### src/rtl/df_pkg.sv
`default_nettype none
// df_pkg -- arbiter state encoding and default byte width shared by the read-arbiter files.
// Revision 1.0
package df_pkg;

  localparam int DF_DATA_W = 8;

  typedef enum logic [1:0] {
    IDLE   = 2'd0,
    GRANT0 = 2'd1,
    GRANT1 = 2'd2
  } arb_state_t;

endpackage
`default_nettype wire

### src/rtl/rr_select.sv
`default_nettype none
// rr_select -- combinational round-robin next-grant selection for df_read_arbiter.
// Revision 1.0
module rr_select
  import df_pkg::*;
(
  input  logic [1:0] state,
  input  logic       last,
  input  logic       empty0,
  input  logic       empty1,
  input  logic       switch_now,
  output logic [1:0] next_state
);

  always_comb begin
    next_state = state;
    case (state)
      IDLE: begin
        // With both ports ready, the one not served last goes first.
        if (!empty0 && !empty1) begin
          next_state = last ? GRANT0 : GRANT1;
        end else if (!empty0) begin
          next_state = GRANT0;
        end else if (!empty1) begin
          next_state = GRANT1;
        end
      end
      GRANT0: begin
        if (empty0) begin
          next_state = empty1 ? IDLE : GRANT1;
        end else if (!empty1 && switch_now) begin
          next_state = GRANT1;
        end
      end
      GRANT1: begin
        if (empty1) begin
          next_state = empty0 ? IDLE : GRANT0;
        end else if (!empty0 && switch_now) begin
          next_state = GRANT0;
        end
      end
      default: next_state = IDLE;
    endcase
  end

endmodule
`default_nettype wire

### src/rtl/df_read_arbiter.sv
`default_nettype none
// df_read_arbiter -- round-robin pop arbiter for two receive FIFOs, merging bytes onto one tagged stream.
// Revision 1.0. Define ARB_BURST_EN to grant up to BURST consecutive reads per port.
module df_read_arbiter
  import df_pkg::*;
#(
  parameter int DATA_W = DF_DATA_W,
  parameter int BURST  = 4
) (
  input  logic              clk8f,
  input  logic              reset,
  input  logic              enable,
  input  logic              pause,
  input  logic              empty0,
  input  logic              empty1,
  input  logic [DATA_W-1:0] data0,
  input  logic [DATA_W-1:0] data1,
  output logic              read0,
  output logic              read1,
  output logic [DATA_W-1:0] data_out,
  output logic              valid_out,
  output logic              src_id
);

  arb_state_t state;
  arb_state_t state_nxt;
  logic [1:0] sel_next;
  logic       last;
  logic       go;
  logic       switch_now;
  logic       pending;
  logic       pend_src;

  assign go    = enable & ~pause;
  assign read0 = (state == GRANT0) & ~empty0 & go;
  assign read1 = (state == GRANT1) & ~empty1 & go;

  rr_select u_rr_select (
    .state      (state),
    .last       (last),
    .empty0     (empty0),
    .empty1     (empty1),
    .switch_now (switch_now),
    .next_state (sel_next)
  );

  // Arbitration is frozen while paused or disabled.
  always_comb begin
    state_nxt = state;
    if (go) begin
      state_nxt = arb_state_t'(sel_next);
    end
  end

  always_ff @(posedge clk8f or negedge reset) begin
    if (!reset) begin
      state <= IDLE;
      last  <= 1'b1;
    end else begin
      state <= state_nxt;
      if (read0) begin
        last <= 1'b0;
      end else if (read1) begin
        last <= 1'b1;
      end
    end
  end

`ifdef ARB_BURST_EN
  localparam int CNT_W = (BURST > 1) ? $clog2(BURST) : 1;
  localparam logic [CNT_W-1:0] CNT_LAST = CNT_W'(BURST - 1);

  logic [CNT_W-1:0] burst_cnt;

  assign switch_now = (burst_cnt == CNT_LAST);

  // Saturates at the limit so a port that becomes ready later is served at once.
  always_ff @(posedge clk8f or negedge reset) begin
    if (!reset) begin
      burst_cnt <= '0;
    end else if (state_nxt != state) begin
      burst_cnt <= '0;
    end else if ((read0 | read1) && !switch_now) begin
      burst_cnt <= burst_cnt + 1'b1;
    end
  end
`else
  // Without the counter every read hands over; BURST only needs to be a legal value.
  assign switch_now = (BURST >= 1);
`endif

  // Popped data appears one cycle after the strobe, so capture one cycle later.
  always_ff @(posedge clk8f or negedge reset) begin
    if (!reset) begin
      pending   <= 1'b0;
      pend_src  <= 1'b0;
      data_out  <= '0;
      valid_out <= 1'b0;
      src_id    <= 1'b0;
    end else begin
      pending   <= read0 | read1;
      pend_src  <= read1;
      valid_out <= pending;
      if (pending) begin
        data_out <= pend_src ? data1 : data0;
        src_id   <= pend_src;
      end
    end
  end

endmodule
`default_nettype wire
### config.mk
export PLATFORM = sky130hd
export DESIGN_NAME = df_read_arbiter
export DESIGN_NICKNAME = d
export VERILOG_FILES = /design/src/rtl/df_pkg.sv /design/src/rtl/rr_select.sv /design/src/rtl/df_read_arbiter.sv
export SDC_FILE = /design/constraint.sdc
export NUM_CORES = 1
export LEC_CHECK = 0
export CAP_MARGIN = 20
export CELL_PAD_IN_SITES_DETAIL_PLACEMENT = 1
export CELL_PAD_IN_SITES_GLOBAL_PLACEMENT = 2
export CORE_ASPECT_RATIO = 1.25
export CORE_MARGIN = 5
export CORE_UTILIZATION = 24
export CTS_BUF_LIST = sky130_fd_sc_hd__clkbuf_8
export CTS_CLUSTER_DIAMETER = 60
export DETAILED_ROUTE_END_ITERATION = 8
export HOLD_SLACK_MARGIN = 0.02
export MAX_ROUTING_LAYER = met4
export PLACE_DENSITY = 0.84
export SLEW_MARGIN = 20
export SYNTH_ARGS = -nofsm -noshare
export SYNTH_HDL_FRONTEND = slang
export SYNTH_SLANG_ARGS = --single-unit
export TNS_END_PERCENT = 30
### constraint.sdc
create_clock -name clk8f -period 1.7 [get_ports clk8f]
set_clock_uncertainty 0.2 [all_clocks]
set_input_delay 0.34 -clock clk8f [delete_from_list [all_inputs] [get_ports clk8f]]
set_output_delay 0.34 -clock clk8f [all_outputs]
set_load 0.02 [all_outputs]
==> impl_metrics.xml, run 1 <==
<?xml version="1.0" encoding="UTF-8"?>
<metrics>
  <group name="outcome">
    <metric name="status" unit="">complete, but fails checks</metric>
    <metric name="violations" unit="">negative setup slack</metric>
  </group>
  <group name="critical_path">
    <metric name="startpoint_type" unit="">register</metric>
    <metric name="critical_path.n_buffers_inverters" unit="">2</metric>
    <metric name="crit_chain" unit="">inv_2 -&gt; or3_4 -&gt; nor2_4 -&gt; buf_6</metric>
    <metric name="worst-setup-path-type" unit="">reg -&gt; out</metric>
    <metric name="critPathArrivalTime" unit="ns">1.25</metric>
    <metric name="slowest_delay" unit="ns">0.38</metric>
    <metric name="crit_slowest_cell" unit="">sky130_fd_sc_hd__or3_4</metric>
    <metric name="worst_ep_required_time" unit="ns">1.16</metric>
    <metric name="critPathCaptureType" unit="">output pin</metric>
    <metric name="cp_top_family" unit="">simple AND/OR/NAND/NOR gates</metric>
    <metric name="path_max_fanout" unit="">2</metric>
  </group>
  <group name="timing">
    <metric name="hold_violations" unit="">0</metric>
    <metric name="holdWs" unit="ns">0.2047</metric>
    <metric name="worst_slew_pin_slew" unit="ns">0.5119</metric>
    <metric name="fin_crit_sh" unit="">1.053</metric>
    <metric name="period_needed" unit="ns">1.791</metric>
    <metric name="finalSetupViolCount" unit="">1</metric>
    <metric name="timing.setup.tns" unit="ns">-0.09069</metric>
    <metric name="fmaxAchievable" unit="MHz">558.4</metric>
    <metric name="slew_headroom" unit="">0.6587</metric>
    <metric name="report.final.slew_viol_count" unit="">0</metric>
    <metric name="rsz0062_at_grt" unit="">true</metric>
    <metric name="postLayoutSetupSlackWorst" unit="ns">-0.09069</metric>
  </group>
  <group name="pwr">
    <metric name="cellPowerDensity" unit="mW/mm^2">1120</metric>
    <metric name="ir_drop" unit="V">0.0006100</metric>
    <metric name="power.static_leakage" unit="uW">0.0005244</metric>
    <metric name="finalPower" unit="uW">1358</metric>
  </group>
  <group name="cts">
    <metric name="tritoncts" unit="">done</metric>
    <metric name="clock-sinks" unit="">15</metric>
    <metric name="cts_setup_buffers" unit="">0</metric>
    <metric name="clock_insertion_delay_worst_skew" unit="ns">0.25</metric>
    <metric name="clk_pin_slew" unit="ns">0.06</metric>
    <metric name="numCtsBuffers" unit="">3</metric>
    <metric name="cts_root_buf" unit="">sky130_fd_sc_hd__clkbuf_8</metric>
    <metric name="cts.htree.levels" unit="">1</metric>
    <metric name="max_buffers_root_to_sink" unit="">2</metric>
  </group>
  <group name="finish">
    <metric name="layout.cells.most_common_list" unit="">sky130_fd_sc_hd__clkdlybuf4s50_1, sky130_fd_sc_hd__dfrtp_1, sky130_fd_sc_hd__dlygate4sd2_1</metric>
    <metric name="final_design_area_no_fill" unit="mm^2">0.001212</metric>
    <metric name="final_nets" unit="">131</metric>
    <metric name="number_of_antenna_diodes" unit="">0</metric>
    <metric name="layout_commonest_cell" unit="">sky130_fd_sc_hd__clkdlybuf4s50_1</metric>
    <metric name="flow.area_growth_from_synthesis" unit="%">71.81</metric>
    <metric name="layoutNonFillerInstCount" unit="">144</metric>
    <metric name="fillerInstances" unit="">332</metric>
    <metric name="post_route_cells_drive_above_1_share" unit="">0.2593</metric>
  </group>
  <group name="route">
    <metric name="post_drt_via_cell_ratio" unit="">4.563</metric>
    <metric name="wl" unit="um">2021</metric>
    <metric name="route.vias.total" unit="">657</metric>
    <metric name="detail-route-antenna-nets" unit="">0</metric>
    <metric name="initialDrtViolationCount" unit="">8</metric>
    <metric name="dr.pass1.iters" unit="">3</metric>
    <metric name="drt-wirelength-per-cell" unit="um">14.03</metric>
    <metric name="drcViolationCount" unit="">0</metric>
  </group>
  <group name="placement">
    <metric name="hpwl" unit="um">1547</metric>
    <metric name="numPlacedInstances" unit="">140</metric>
    <metric name="gp_congestion" unit="">0.7218</metric>
    <metric name="placed_inst_area" unit="mm^2">0.001146</metric>
    <metric name="place.port_buffers" unit="">33</metric>
  </group>
  <group name="floorplanning">
    <metric name="initial_utilization" unit="">0.2442</metric>
    <metric name="boundary_pin_count" unit="">34</metric>
    <metric name="core.rowCount" unit="">22</metric>
    <metric name="die_y" unit="um">70.63</metric>
    <metric name="floorplan.core_area" unit="mm^2">0.002890</metric>
    <metric name="die_width" unit="um">58.50</metric>
    <metric name="die_area" unit="mm^2">0.004132</metric>
  </group>
  <group name="logic_synthesis">
    <metric name="yosysWarningCount" unit="">0</metric>
    <metric name="syn_avg_cell_area" unit="um^2">11.03</metric>
    <metric name="portion_of_the_post_synthesis_area_used_by_sequential_elements" unit="">0.5337</metric>
    <metric name="yosys.cell_types.count" unit="">22</metric>
    <metric name="syn_inst" unit="">64</metric>
    <metric name="mappedNetlistArea" unit="um^2">705.7</metric>
    <metric name="synthesis.nets" unit="">86</metric>
    <metric name="synth.ff_latch_count" unit="">15</metric>
  </group>
  <group name="global_route">
    <metric name="grt_pass1_wl" unit="um">3291</metric>
    <metric name="grt_overflow" unit="">0</metric>
    <metric name="overall_fraction_of_global_route_tracks_in_use" unit="">0.1095</metric>
    <metric name="grt_start_max_net_pins" unit="">18</metric>
    <metric name="first_global_vias" unit="">720</metric>
    <metric name="antenna_found_initial" unit="">0</metric>
  </group>
  <group name="worst_hold_path">
    <metric name="hp_class" unit="">in -&gt; async</metric>
  </group>
  <group name="run">
    <metric name="drv_cap" unit="">0</metric>
  </group>
</metrics>
## cells in the mapped netlist (all sizes together)
library cell | number | area, um^2
a41oi | 1 | 8.760
and2b | 1 | 8.760
a211o | 1 | 8.760
a21oi | 9 | 48.80
a22o | 1 | 8.760
mux2 | 1 | 11.26
nor2 | 12 | 45.04
inv | 3 | 11.26
nor4 | 1 | 6.260
mux2i | 8 | 80.08
nand2b | 1 | 6.260
nand3 | 1 | 5.000
o31ai | 1 | 7.510
o21ai | 1 | 5.000
or3 | 1 | 11.26
dfrtp | 14 | 350.3
buf | 4 | 20.02
o2bb2ai | 1 | 8.760
a2111oi | 1 | 27.53
dfstp | 1 | 26.28
## metal layers
layer	GRT usage	routed length [um]	part of all wire
met4	0.04639	34	0.017
met2	0.1938	1064	0.53
met3	0.03467	120	0.059
met1	0.1069	802	0.40
met5	-	0	0
## logic make-up after synthesis
family / synth area share
AO/OA/AOI/OAI: 0.1755
buffers and inverters: 0.04433
AND/OR/NAND/NOR: 0.1170
flip-flops: 0.5337
multiplexers: 0.1294
## final timing paths
check / depth (start not counted) / slack (ns) / start / to
setup / recovery: 4 / -0.09 / state[0]$_DFFE_PN0P_ / read0
hold / removal: 2 / 0.20 / reset / data_out[6]$_DFFE_PN0P_
setup reg to reg: 2 / 0.38 / pend_src$_DFF_PN0_ / data_out[6]$_DFFE_PN0P_
hold reg to reg: 1 / 0.31 / src_id$_DFFE_PN0P_ / src_id$_DFFE_PN0P_
max in group asynchronous: 2 / 0.85 / reset / last$_DFFE_PN1P_
min in group clk8f: 3 / 0.24 / pause / pend_src$_DFF_PN0_
## where the power goes
| group | internal, uW | total (uW) | switching [uW] | leakage (uW) |
|---|---|---|---|---|
| combinational | 248 | 550 | 302 | 0.000320 |
| sequential | 470 | 528 | 58.4 | 0.000177 |
| clock | 160 | 280 | 121 | 0.0000269 |
## registers in the layout, indices dropped and copies added, names as in the netlist
name / count
src_id: 1
data_out: 8
last: 1
pend_src: 1
pending: 1
valid_out: 1
state: 2
## stage by stage
| step | worst slack, ns | utilization |
|---|---|---|
| after floorplan | 0.08124 | - |
| after global placement | -0.6661 | 0.3965 |
| after detailed placement | -0.6869 | 0.3965 |
| after CTS | -0.09068 | 0.4186 |
| after global routing | -0.1414 | 0.4195 |
| final | -0.09069 | 0.4195 |
## what timing repair did
| item | in CTS | in global routing |
|---|---|---|
| setup endpoints to repair | 12 | 2 |
| resized for setup | 33 | 1 |
| pin swaps | 2 | 1 |
| hold buffers | 0 | 0 |
## final cells by class
cell class                 count  area, um^2  share of cell area
inverter                       3       11.26            0.009288
tap                           36       45.04             0.03715
multi-input combinational     42       332.8              0.2745
sequential                    15       376.6              0.3106
clock inverter                 1       3.754            0.003096
clock buffer                   3       41.29             0.03406
timing repair buffer          44       401.6              0.3313
Power figures use the tool's default switching activity.
==> inputs of run 2 (changes only) <==
- GPL_ROUTABILITY_DRIVEN: default -> 0
==> results of run 2 <==
No change in the layout: final DEF, timing and power equal those of run 1.
==> inputs of run 3 (changes only) <==
- MAX_ROUTING_LAYER: met4 -> default
- PLACE_DENSITY: 0.84 -> default
- PLACE_DENSITY_LB_ADDON: default -> 0.1
==> run 3 against run 2 <==
- the run still ends with negative setup slack left
- sequential share of layout area is 0.096 points lower
- flip-flop and latch count is the same
- routed wire length down 14%
- final cell count grew 0.69%
- critical path type unchanged
- highest routed layer unchanged
==> impl_metrics.xml, run 3 (synthesis results as in run 1) <==
<?xml version="1.0" encoding="UTF-8"?>
<metrics>
  <group name="run">
    <metric name="drv_cap" unit="">0</metric>
  </group>
  <group name="global_route">
    <metric name="grt_start_max_net_pins" unit="">16</metric>
    <metric name="overall_fraction_of_global_route_tracks_in_use" unit="">0.09054</metric>
    <metric name="grt_overflow" unit="">0</metric>
    <metric name="grt_pass1_wl" unit="um">2939</metric>
    <metric name="first_global_vias" unit="">678</metric>
    <metric name="antenna_found_initial" unit="">0</metric>
  </group>
  <group name="timing">
    <metric name="report.final.slew_viol_count" unit="">0</metric>
    <metric name="hold_violations" unit="">0</metric>
    <metric name="rsz0062_at_grt" unit="">true</metric>
    <metric name="postLayoutSetupSlackWorst" unit="ns">-0.05212</metric>
    <metric name="finalSetupViolCount" unit="">1</metric>
    <metric name="worst_slew_pin_slew" unit="ns">0.4658</metric>
    <metric name="slew_headroom" unit="">0.6895</metric>
    <metric name="fmaxAchievable" unit="MHz">570.7</metric>
    <metric name="fin_crit_sh" unit="">1.031</metric>
    <metric name="period_needed" unit="ns">1.752</metric>
  </group>
  <group name="finish">
    <metric name="top_register" unit="">data_out</metric>
    <metric name="layout.cells.most_common_list" unit="">sky130_fd_sc_hd__clkdlybuf4s50_1, sky130_fd_sc_hd__dfrtp_1, sky130_fd_sc_hd__dlygate4sd2_1</metric>
    <metric name="layout_commonest_cell" unit="">sky130_fd_sc_hd__clkdlybuf4s50_1</metric>
    <metric name="post_route_cells_drive_above_1_share" unit="">0.2661</metric>
    <metric name="layoutNonFillerInstCount" unit="">145</metric>
    <metric name="number_of_antenna_diodes" unit="">0</metric>
    <metric name="biggestRegsByFlops" unit="">data_out: 8 flops, state: 2 flops</metric>
    <metric name="flow.area_growth_from_synthesis" unit="%">72.34</metric>
    <metric name="seq_area" unit="um^2">376.6</metric>
    <metric name="final_nets" unit="">132</metric>
    <metric name="final_design_area_no_fill" unit="mm^2">0.001216</metric>
    <metric name="largest_register_ffs" unit="">8</metric>
    <metric name="fillerInstances" unit="">341</metric>
    <metric name="multi_input_area" unit="um^2">332.8</metric>
  </group>
  <group name="route">
    <metric name="dr.pass1.iters" unit="">3</metric>
    <metric name="post_drt_via_cell_ratio" unit="">4.462</metric>
    <metric name="route.vias.total" unit="">647</metric>
    <metric name="initialDrtViolationCount" unit="">11</metric>
    <metric name="detail-route-antenna-nets" unit="">0</metric>
    <metric name="drcViolationCount" unit="">0</metric>
    <metric name="drt-wirelength-per-cell" unit="um">12.03</metric>
    <metric name="wl" unit="um">1744</metric>
  </group>
  <group name="cts">
    <metric name="tritoncts" unit="">done</metric>
    <metric name="numCtsBuffers" unit="">3</metric>
    <metric name="cts-hold-fix-buffers" unit="">0</metric>
    <metric name="cts_root_buf" unit="">sky130_fd_sc_hd__clkbuf_8</metric>
    <metric name="clk_pin_slew" unit="ns">0.06</metric>
    <metric name="cts.htree.levels" unit="">1</metric>
    <metric name="clock-sinks" unit="">15</metric>
    <metric name="max_buffers_root_to_sink" unit="">2</metric>
    <metric name="clock_insertion_delay_worst_skew" unit="ns">0.24</metric>
  </group>
  <group name="pwr">
    <metric name="power.static_leakage" unit="uW">0.0005224</metric>
    <metric name="cellPowerDensity" unit="mW/mm^2">1097</metric>
    <metric name="ir_drop" unit="V">0.0003708</metric>
  </group>
  <group name="placement">
    <metric name="hpwl" unit="um">1460</metric>
    <metric name="placed_inst_area" unit="mm^2">0.001146</metric>
    <metric name="place.port_buffers" unit="">33</metric>
    <metric name="numPlacedInstances" unit="">140</metric>
  </group>
  <group name="floorplanning">
    <metric name="die_area" unit="mm^2">0.004132</metric>
    <metric name="die_width" unit="um">58.50</metric>
    <metric name="core.rowCount" unit="">22</metric>
    <metric name="boundary_pin_count" unit="">34</metric>
    <metric name="floorplan.core_area" unit="mm^2">0.002890</metric>
    <metric name="initial_utilization" unit="">0.2442</metric>
    <metric name="die_y" unit="um">70.63</metric>
  </group>
  <group name="outcome">
    <metric name="violations" unit="">negative setup slack</metric>
    <metric name="status" unit="">complete, but fails checks</metric>
  </group>
  <group name="critical_path">
    <metric name="path_max_fanout" unit="">2</metric>
    <metric name="critPathCaptureType" unit="">output pin</metric>
    <metric name="worst_ep_required_time" unit="ns">1.16</metric>
    <metric name="worst-setup-path-type" unit="">reg -&gt; out</metric>
    <metric name="critPathArrivalTime" unit="ns">1.21</metric>
    <metric name="startpoint_type" unit="">register</metric>
  </group>
  <group name="worst_hold_path">
    <metric name="hp_class" unit="">in -&gt; async</metric>
  </group>
</metrics>
## run 3: area by class of cell
class | count | area share
Clock inverter | 1 | 0.003086
Multi-Input combinational cell | 42 | 0.2737
Inverter | 3 | 0.009259
Timing Repair Buffer | 45 | 0.3333
Tap cell | 36 | 0.03704
Sequential cell | 15 | 0.3097
Clock buffer | 3 | 0.03395
## run 3: path summary, 6_finish.rpt
path | from | endpoint | slack (ns) | cells after the start
max in group asynchronous | reset | last$_DFFE_PN1P_ | 0.82 | 2
min in group clk8f | pending$_DFF_PN0_ | valid_out$_DFF_PN0_ | 0.26 | 0
min reg2reg | pending$_DFF_PN0_ | valid_out$_DFF_PN0_ | 0.26 | 0
max reg2reg | pend_src$_DFF_PN0_ | data_out[5]$_DFFE_PN0P_ | 0.40 | 2
max | state[1]$_DFFE_PN0P_ | read0 | -0.05 | 3
min | reset | state[0]$_DFFE_PN0P_ | 0.24 | 2
## run 3: critical path, cell delays in order (launching register included)
cell and delay (ns):
sky130_fd_sc_hd__dfrtp_1 0.38, sky130_fd_sc_hd__or3_4 0.39, sky130_fd_sc_hd__nor2_4 0.09, sky130_fd_sc_hd__buf_6 0.12
## run 3: timing repair
action                                 4_1_cts  5_1_grt
resized for setup                           34        0
pin swaps                                    3        2
setup endpoints to repair                   12        2
endpoints found under the hold margin        0        0
gates cloned                                 0        0
buffers inserted                             1        0
## run 3: stage by stage
step                      setup WS, ns  total power, uW  utilization  hold WS, ns  setup TNS (ns)
after floorplan                0.08124            810.0            -      -0.1556               0
after global placement         -0.6741             1134       0.3965       0.2563          -1.472
after detailed placement       -0.6957             1150       0.3965       0.2479          -1.599
after CTS                     -0.09112             1367       0.4208       0.2364        -0.09112
after global routing          -0.09511             1437       0.4208       0.2512         -0.1018
final                         -0.05212             1335       0.4208       0.2367        -0.05212
## run 3: where the power goes
| group | switching, uW | internal (uW) | total, uW |
|---|---|---|---|
| Sequential | 55.7 | 470 | 525 |
| Clock | 106 | 159 | 265 |
| Combinational | 296 | 249 | 545 |
## run 3: routing by layer
metal	global-route usage	wire length, um	vias to the layer above
met3	0.01825	100	2
met2	0.1528	901	20
li1	-	-	313
met4	0.04639	36	0
met5	0	0	-
met1	0.1059	706	312
